[src/rtl/pc_gen_pkg.sv]
// pc_gen_pkg: shared types and constants for the fetch-address generator.
package pc_gen_pkg;

  // RUN: no redirect held; PEND: a branch target waits for the current fetch;
  // HALT: misaligned redirect taken, fetching stopped until flush.
  typedef enum logic [1:0] {
    RUN  = 2'd0,
    PEND = 2'd1,
    HALT = 2'd2
  } pc_state_e;

  // Bit of the CTRL stall vector that freezes the fetch stage.
  localparam int STALL_FETCH_BIT = 0;

  // Sequential PC step for 32-bit MIPS instructions.
  localparam int DEFAULT_INSN_BYTES = 4;

endpackage

[src/rtl/pc_gen_if.sv]
// pc_gen_if: fetch request channel between pc_gen and instruction memory.
interface pc_gen_if #(
  parameter int ADDR_W = 32
);

  logic              req_valid;
  logic              req_ready;
  logic [ADDR_W-1:0] req_pc;
  logic              ce;

  modport master (
    output req_valid,
    output req_pc,
    output ce,
    input  req_ready
  );

  modport slave (
    input  req_valid,
    input  req_pc,
    input  ce,
    output req_ready
  );

endinterface

[src/rtl/pc_redirect_hold.sv]
// pc_redirect_hold: holds one branch target that arrived while the current
// fetch was not yet accepted. A new load overwrites the held target.
module pc_redirect_hold #(
  parameter int ADDR_W = 32
) (
  input  logic              clk,
  input  logic              rst,
  input  logic              clear,
  input  logic              load,
  input  logic [ADDR_W-1:0] load_pc,
  output logic              pend_v,
  output logic [ADDR_W-1:0] pend_pc
);

  // Valid flag: clear wins over load so a flush or fire never leaves a stale target.
  always_ff @(posedge clk) begin
    // NOTE: sequential state uses non-blocking (<=) so every flop samples pre-edge values.
    if (rst)        pend_v <= 1'b0;
    else if (clear) pend_v <= 1'b0;
    else if (load)  pend_v <= 1'b1;
  end

  // Target storage, captured on every load.
  always_ff @(posedge clk) begin
    // NOTE: pend_pc is only read while pend_v is set, so it needs no reset.
    if (load) pend_pc <= load_pc;
  end

endmodule

[src/rtl/pc_gen.sv]
// pc_gen: MIPS32 fetch-address generator. Holds the PC, issues fetch
// requests over a valid/ready handshake, applies flush and branch redirects,
// and defers a branch that arrives before the current fetch is accepted so the
// delay slot is still fetched.
// Optional feature: define PC_GEN_ALIGN_CHK_EN to flag misaligned redirect
// targets (misalign_o pulse, fetch halted until flush_i).
module pc_gen
  import pc_gen_pkg::*;
#(
  parameter int                ADDR_W     = 32,
  parameter logic [ADDR_W-1:0] RESET_VEC  = '0,
  parameter int                INSN_BYTES = DEFAULT_INSN_BYTES,
  parameter int                STALL_W    = 6
) (
  input  logic               clk,
  input  logic               rst,
  input  logic [STALL_W-1:0] stall_i,
  input  logic               flush_i,
  input  logic [ADDR_W-1:0]  flush_pc_i,
  input  logic               br_valid_i,
  input  logic [ADDR_W-1:0]  br_target_i,
  pc_gen_if.master           fetch,
  output logic               misalign_o
);

  pc_state_e         state_q, state_d;
  logic [ADDR_W-1:0] pc_q, pc_d;
  logic              valid_q, ce_q, misalign_q;
  logic              fire, redirect, bad_target;
  logic              pend_v, pend_load, pend_clear;
  logic [ADDR_W-1:0] pend_pc, redirect_pc;
  logic              unused_stall;

  // Only the fetch-stage stall bit matters here.
  assign unused_stall = ^stall_i;

  assign fire        = valid_q & fetch.req_ready & ~stall_i[STALL_FETCH_BIT];
  assign redirect    = br_valid_i | pend_v;
  // A fresh branch beats a held one.
  assign redirect_pc = br_valid_i ? br_target_i : pend_pc;

`ifdef PC_GEN_ALIGN_CHK_EN
  assign bad_target = ~flush_i & fire & redirect & (redirect_pc[1:0] != 2'b00);
`else
  assign bad_target = 1'b0;
`endif

  assign pend_clear = flush_i | fire;
  assign pend_load  = br_valid_i & ~flush_i & ~fire & (state_q != HALT);

  pc_redirect_hold #(
    .ADDR_W (ADDR_W)
  ) u_hold (
    .clk     (clk),
    .rst     (rst),
    .clear   (pend_clear),
    .load    (pend_load),
    .load_pc (br_target_i),
    .pend_v  (pend_v),
    .pend_pc (pend_pc)
  );

  // Next-state logic: track whether a redirect is held, or halt on a bad target.
  always_comb begin
    // NOTE: defaults assigned first keep this block free of inferred latches.
    state_d = state_q;
    if (flush_i) begin
      state_d = RUN;
    end else begin
      case (state_q)
        RUN, PEND: begin
          if (fire)            state_d = bad_target ? HALT : RUN;
          else if (br_valid_i) state_d = PEND;
        end
        HALT:    state_d = HALT;
        default: state_d = RUN;
      endcase
    end
  end

  // Next-PC mux: flush > fire with redirect > fire sequential > hold.
  always_comb begin
    pc_d = pc_q;
    if (flush_i)       pc_d = flush_pc_i;
    else if (fire)     pc_d = redirect ? redirect_pc : pc_q + ADDR_W'(INSN_BYTES);
  end

  // State register.
  always_ff @(posedge clk) begin
    if (rst) state_q <= RUN;
    else     state_q <= state_d;
  end

  // PC and registered handshake outputs.
  always_ff @(posedge clk) begin
    if (rst) begin
      pc_q       <= RESET_VEC;
      valid_q    <= 1'b0;
      ce_q       <= 1'b0;
      misalign_q <= 1'b0;
    end else begin
      pc_q       <= pc_d;
      valid_q    <= (state_d != HALT);
      ce_q       <= 1'b1;
      misalign_q <= bad_target;
    end
  end

  assign fetch.req_valid = valid_q;
  assign fetch.req_pc    = pc_q;
  assign fetch.ce        = ce_q;
  assign misalign_o      = misalign_q;

endmodule

[src/flat_wrapper.sv]
// flat-port wrapper written by rule: the top's interface ports become plain ports
module pc_gen_flat import pc_gen_pkg::*;
#(
  parameter int                ADDR_W     = 32,
  parameter logic [ADDR_W-1:0] RESET_VEC  = '0,
  parameter int                INSN_BYTES = DEFAULT_INSN_BYTES,
  parameter int                STALL_W    = 6
)
  (clk, rst, stall_i, flush_i, flush_pc_i, br_valid_i, br_target_i, misalign_o, fetch_req_valid, fetch_req_pc, fetch_ce, fetch_req_ready);
  pc_gen_if #(.ADDR_W(ADDR_W)) fetch_i ();
  input  logic clk;
  input  logic rst;
  input  logic [STALL_W-1:0] stall_i;
  input  logic flush_i;
  input  logic [ADDR_W-1:0] flush_pc_i;
  input  logic br_valid_i;
  input  logic [ADDR_W-1:0] br_target_i;
  output logic misalign_o;
  output wire logic [$bits(fetch_i.req_valid)-1:0] fetch_req_valid;
  output wire logic [$bits(fetch_i.req_pc)-1:0] fetch_req_pc;
  output wire logic [$bits(fetch_i.ce)-1:0] fetch_ce;
  input wire logic [$bits(fetch_i.req_ready)-1:0] fetch_req_ready;
  assign fetch_req_valid = fetch_i.req_valid;
  assign fetch_req_pc = fetch_i.req_pc;
  assign fetch_ce = fetch_i.ce;
  assign fetch_i.req_ready = fetch_req_ready;
  pc_gen #(.ADDR_W(ADDR_W), .RESET_VEC(RESET_VEC), .INSN_BYTES(INSN_BYTES), .STALL_W(STALL_W)) u_core (.clk(clk), .rst(rst), .stall_i(stall_i), .flush_i(flush_i), .flush_pc_i(flush_pc_i), .br_valid_i(br_valid_i), .br_target_i(br_target_i), .fetch(fetch_i), .misalign_o(misalign_o));
endmodule
[config.mk]
export PLATFORM = sky130hd
export DESIGN_NAME = pc_gen_flat
export DESIGN_NICKNAME = d
export VERILOG_FILES = /design/src/rtl/pc_gen_pkg.sv /design/src/rtl/pc_gen_if.sv /design/src/rtl/pc_redirect_hold.sv /design/src/rtl/pc_gen.sv /design/src/flat_wrapper.sv
export SDC_FILE = /design/constraint.sdc
export NUM_CORES = 1
export LEC_CHECK = 0
export ABC_AREA = 1
export CELL_PAD_IN_SITES_DETAIL_PLACEMENT = 1
export CELL_PAD_IN_SITES_GLOBAL_PLACEMENT = 1
export CORE_MARGIN = 2
export CORE_UTILIZATION = 34
export DETAILED_ROUTE_END_ITERATION = 10
export PLACE_DENSITY_LB_ADDON = 0.08
export SETUP_SLACK_MARGIN = 0.5
export SYNTH_ARGS = -nofsm -noshare
export SYNTH_HDL_FRONTEND = slang
export SYNTH_SLANG_ARGS = --single-unit
export TNS_END_PERCENT = 10
[constraint.sdc]
create_clock -name clk -period 3.5 [get_ports clk]
set_input_delay 0.7 -clock clk [delete_from_list [all_inputs] [get_ports clk]]
set_output_delay 0.7 -clock clk [all_outputs]
set_load 0.1 [all_outputs]
==> results.md, run 1 <==
- Status: finished, final reports clean
- Number of global-route vias before repair: 4,121
- PortBufs: 103
- Met3 Usage GRT: 5.61%
- CTS Hold Bufs: 0
- Max_slew headroom: 34.8%
- Fmax: 393 MHz
- Critical Path RT: 2800 ps
- Final Hold Viols: 0
- Busiest layer in global routing: met2
- Grt met1 use: 28.6%
- Cells after Synth: 530
- Die Y: 112 um
- Critical Path End Type: output pin
- FFs w/ async S/R, synth: 0%
- Setup TNS: 0 ps
- Worst slew pin tran: 975 ps
- Initial DRC Count: 181
- Synth top cells by count: nand2_1, nor2_1, nand3_1
- Final Skew: 7.59 ps
- CP Cell Sequence: clkdlybuf4s50_1
- Dpl ws: 910 ps
- RSZ-0062 raised after global routing: false
- Worst path bufs/invs: 1
- First-pass GRT wire length: 21,400 um
- M2 GR Usage: 36.6%
- Worst Path Max Fanout: 2
- Most frequent cell after synthesis: nand2_1
- CTS Sinks: 69
- # IOs: 110
- Post-route insts no fill: 781
- Global Route Usage Sum: 22.0%
- Synth-to-layout area growth: 36.0%
- Seq/Total Area, Yosys: 43.1%
- Area leader, netlist: edfxtp_1
- Placed inst area: 5070 um2
- Gpl congestion: 0.850
- Initial antenna violation count: 0
- Cell Area, Synth: 3950 um2
- CP arrival: 1840 ps
- P_leak: 2.20 nW
- Critical path's top delay family: buffers and inverters
- CTS tree: built
- DR vias: 3,957
- Netlist cell types: 39
- Max_cap viols: 0
- Clock Tree Buf Depth: 2
- Max VDD drop: 0.473 mV
- Post-Synthesis Net Count: 606
- Warnings from Yosys: 0
- Placed Cells: 765
- Post-synth EDFFs: 32
- H-tree Lvls: 3
- ANT cells: 0
- Share of cells above drive strength 1: 14.7%
- Die ar.: 12,500 um2
- Worst-path clk slew: 60 ps
- Starting Density: 34.7%
- Average wire per standard cell: 16.7 um
- Setup Buffers After CTS: 0
- Avg Inst Size Synth: 7.45 um2
- Post-CTS resize count: 0
- Total Wirelength: 13,100 um
- Critical Path Slowest Stage Cell: clkdlybuf4s50_1
- Pwr per Cell Area: 458 nW/um2
- CP peak stage delay: 1150 ps
- GRT overflow: 0
- Fin crit share: 72.7%
- Pins over their slew limit: 0
- CP startpoint kind: flip-flop
- Storage cell area: 1700 um2
- Top cell type's share of synthesized area: 24.3%
- Min Tclk post-route: 2540 ps
- Row cnt: 39
- Min setup slack post-route: 956 ps
- CTS Buf Count: 9
- Core Box Area: 11,400 um2
- Clock root buffer: clkbuf_16
- Residual DRC: 0
- Footprint of the multi-input gates: 2000 um2
- Top_reg_cell synth: dfxtp_1
- DR pass1 iterations: 4
- Design Area, Final: 5370 um2
- Synthesis-stage register bit count: 69
- WS Path Type: reg -> out
- Chip Width: 112 um
- Final nets: 709
- Final ANT Viol Nets: 0
- DP Wirelength: 9640 um
- Worst skew pair latency: 350 ps
- Hold WC Path Type: reg -> reg
- # setup viols final: 0
- Fillers: 1,428
- Avg Vias per Cell: 5.07
- Synth top area cells: edfxtp_1, dfxtp_1, nand2_1
- Largest net degree at the start of global routing: 47
## per-layer routing
metal	share of wire [%]	routed length, um
met1	45	5940
met2	49	6380
met4	1.3	166
met5	0	0
met3	4.4	570
## registers in the layout, summed over array words and instances (netlist names)
register,count
u_core.fetch.req_valid,1
u_core.fetch.ce,1
u_core.fetch.req_pc,32
u_core.u_hold.pend_pc,32
u_core.state_q,2
u_core.u_hold.pend_v,1
## through the flow
stage	util (%)	hold WS [ps]	total power, mW
floorplan	-	424	1.33
global placement	44.6	434	1.52
detailed placement	44.6	445	1.53
CTS	47.2	456	2.48
global route	47.2	491	2.56
finish	47.2	458	2.46
## path summary, 6_finish.rpt
kind	startpoint	to	slack, ps	cells past startpoint
worst max register to register	u_core.fetch.req_valid	u_core.fetch.req_pc[16]	1810	7
worst min-delay path	u_core.state_q[1]	u_core.state_q[0]	460	1
worst max-delay path	u_core.fetch.req_pc[1]	fetch_req_pc[1]	960	1
worst min register to register	u_core.state_q[1]	u_core.state_q[0]	460	1
## kinds of logic (layout without fill, tap and decap cells)
family,count (synthesis),in the layout,synth area share (%)
compound gates,64,64,12.0
xor+xnor,3,3,0.666
fa+ha+maj,1,1,0.317
buf+inv,59,167,6.34
flops,69,69,43.1
other cells,1,1,0.0950
simple gates,333,333,37.5
## cell usage in the layout, fill, tap and decap left out, drive strengths merged, types with 2 or more instances in the layout
cell type | netlist | final
inv | 37 | 39
nand2 | 175 | 175
o221ai | 4 | 4
and2 | 2 | 2
clkinv | 0 | 3
o21ai | 8 | 8
nor2 | 100 | 100
a31oi | 3 | 3
nand3 | 53 | 53
a21oi | 7 | 7
a22o | 4 | 4
o21bai | 6 | 6
buf | 20 | 41
xor2 | 2 | 2
a22oi | 14 | 14
edfxtp | 32 | 32
clkbuf | 2 | 9
dfxtp | 37 | 37
o211ai | 3 | 3
clkdlybuf4s50 | 0 | 73
a221oi | 12 | 12
## worst reg2reg max path: stages (launching register included)
cell and delay, ps:
dfxtp_1 330, nand3b_1 160, nand2_2 240, nand2_1 340, buf_4 320, nor2_1 120, nand2_1 70, nand2_1 60
## report_power, final
group | total [mW] | internal (mW) | switching, mW
Combinational | 0.565 | 0.177 | 0.388
Clock | 0.946 | 0.554 | 0.392
Sequential | 0.947 | 0.895 | 0.0522
## cell type report
type	instances	area share [%]
inverter	37	2.59
sequential	69	31.7
tap	143	3.33
clock inverter	7	1.35
multi-input combinational	402	37.3
timing repair buffer	114	19.6
clock buffer	9	4.19
(Power assumes the default switching activity.)
==> run 2: changes to the inputs <==
- CORE_UTILIZATION: 34 -> 31
- clock period: 3.5 -> 2.3 ns (I/O delays scaled with it)
==> run 2 against run 1 <==
Net effect: die area up 9.3%; via count shrank 0.28%; largest power group is now clock; routed wire length increased by 1.9%; sequential share of layout area down 0.45 points; global-route usage is 1.2 points lower; combinational power increased by 56%; register-to-register slack worse by 1100 ps; critical path depth is 5 higher; worst hold slack got worse by 6.2 ps; sequential cell count did not move; setup slack worse by 310 ps; first-iteration DRC count is 19% lower.
==> results.md, run 2 (synthesized netlist as in run 1, its figures left out) <==
- Status: finished, final reports clean (unchanged)
- CP arrival: 1910 ps (was 1840 ps)
- Row cnt: 41 (was 39)
- Core Box Area: 12,500 um2 (was 11,400 um2)
- Average wire per standard cell: 16.3 um (was 16.7 um)
- Starting Density: 31.5% (was 34.7%)
- Die Y: 117 um (was 112 um)
- Global Route Usage Sum: 20.7% (was 22.0%)
- Largest net degree at the start of global routing: 47 (unchanged)
- Internal Power: 2.61 mW (was 1.63 mW)
- # setup viols final: 0 (unchanged)
- Gpl congestion: 0.825 (was 0.850)
- Final Skew: 6.54 ps (was 7.59 ps)
- ANT cells: 0 (unchanged)
- DR pass1 iterations: 4 (unchanged)
- Most frequent cells in the layout: nand2_1, nor2_1, clkdlybuf4s50_1 (unchanged)
- Clock Tree Buf Depth: 2 (unchanged)
- GRT overflow: 0 (unchanged)
- Combinational power share: 22.8% (was 23.0%)
- DR vias: 3,946 (was 3,957)
- Switching share of power: 32.6% (was 33.8%)
- Final ANT Viol Nets: 0 (unchanged)
- CTS Hold Bufs: 0 (unchanged)
- Hold WC Path Type: reg -> reg (unchanged)
- Pwr per Cell Area: 697 nW/um2 (was 458 nW/um2)
- Fin crit share: 71.7%
- Switching power: 1.26 mW (was 0.832 mW)
- Setup Buffers After CTS: 0 (unchanged)
- Fmax: 606 MHz
- Share of cells above drive strength 1: 21.1% (was 14.7%)
- CTS Sinks: 69 (unchanged)
- Final nets: 716 (was 709)
- Dpl ws: 128 ps (was 910 ps)
- Max_cap viols: 0 (unchanged)
- Initial antenna violation count: 0 (unchanged)
- Min Tclk post-route: 1650 ps
- Residual DRC: 0 (unchanged)
- Chip Width: 117 um (was 112 um)
- Setup TNS: 0 ps (unchanged)
- Min setup slack post-route: 651 ps (was 956 ps)
- CTS Buf Count: 9 (unchanged)
- Final Hold Viols: 0 (unchanged)
- Part of the power in registers: 37.4% (was 38.5%)
- # IOs: 110 (unchanged)
- Total Wirelength: 13,300 um (was 13,100 um)
- WS Path Type: in -> reg (was reg -> out)
- PortBufs: 103 (unchanged)
- Commonest non-fill, non-tap cell in the layout: nand2_1 (unchanged)
- RSZ-0062 raised after global routing: true (was false)
- Synth-to-layout area growth: 40.8% (was 36.0%)
- P_leak: 2.28 nW (was 2.20 nW)
- Worst-path clk slew: 60 ps (about the same)
- DP Wirelength: 10,000 um (was 9640 um)
- CP startpoint kind: input pin (was flip-flop)
- Clock root buffer: clkbuf_16 (unchanged)
- Max VDD drop: 0.406 mV (was 0.473 mV)
- H-tree Lvls: 3 (unchanged)
- Critical Path RT: 2560 ps (was 2800 ps)
- First-pass GRT wire length: 21,400 um (about the same)
- Die ar.: 13,700 um2 (was 12,500 um2)
- Reg2reg setup slack: 690 ps (was 1810 ps)
- Worst skew pair latency: 340 ps (was 350 ps)
- Post-CTS resize count: 1 (was 0)
- Number of global-route vias before repair: 4,128 (was 4,121)
- CTS tree: built (unchanged)
- Worst Path Max Fanout: 9 (was 2)
- Avg Vias per Cell: 4.83 (was 5.07)
- Initial DRC Count: 146 (was 181)
- Pins over their slew limit: 0 (unchanged)
- Critical Path End Type: flip-flop (was output pin)
- Clk pwr share: 39.8% (was 38.5%)
run 2: layer usage:
metal / vias to the layer above / share of wire [%] / GRT usage [%]
met5: - / 0 / 0
met4: 0 / 1.6 / 7.22
met3: 16 / 4.5 / 3.35
met2: 93 / 47 / 34.1
met1: 1851 / 47 / 27.8
li1: 1986 / - / -
run 2: worst paths after layout:
path,startpoint,endpoint,cells after the start
max,stall_i[0],u_core.state_q[0],6
min,u_core.state_q[1],u_core.state_q[0],1
max reg2reg,u_core.fetch.req_pc[3],u_core.fetch.req_pc[12],10
min reg2reg,u_core.state_q[1],u_core.state_q[0],1
run 2: critical path, cell delays in order:
cell             delay, ps
clkdlybuf4s50_1        450
nand3b_1               160
nand2_2                200
nor2_2                 260
inv_1                  180
a211oi_1               190
run 2: final cells by class:
type	count	area [um2]
inverters	37	139
multi-input cells	402	2020
clock buffers	9	225
flip-flops and latches	69	1740
clock inverters	7	97.6
repair buffers	121	1120
fillers	1567	6960
well taps	172	215
run 2: metrics by stage:
| step | std cells | cell area [um2] | hold slack, ps | total power [mW] | util, % |
|---|---|---|---|---|---|
| 5_1_grt | 817 | 5560 | 481 | 4.03 | 44.4 |
| 4_1_cts | 817 | 5540 | 454 | 3.92 | 44.3 |
| 6_report | 817 | 5560 | 452 | 3.87 | 44.4 |
| 3_3_place_gp | 801 | 5220 | 437 | 2.35 | 41.7 |
| 3_5_place_dp | 801 | 5220 | 446 | 2.36 | 41.7 |
| 2_1_floorplan | 530 | 3990 | 424 | 2.03 | - |
run 2: power by group through the flow:
stage	logic, mW	clock network (mW)	registers (mW)
after floorplan	0.245	0	1.79
after global placement	0.874	0	1.47
after detailed placement	0.886	0	1.48
after CTS	0.890	1.58	1.45
after global routing	0.947	1.63	1.46
final	0.883	1.54	1.45
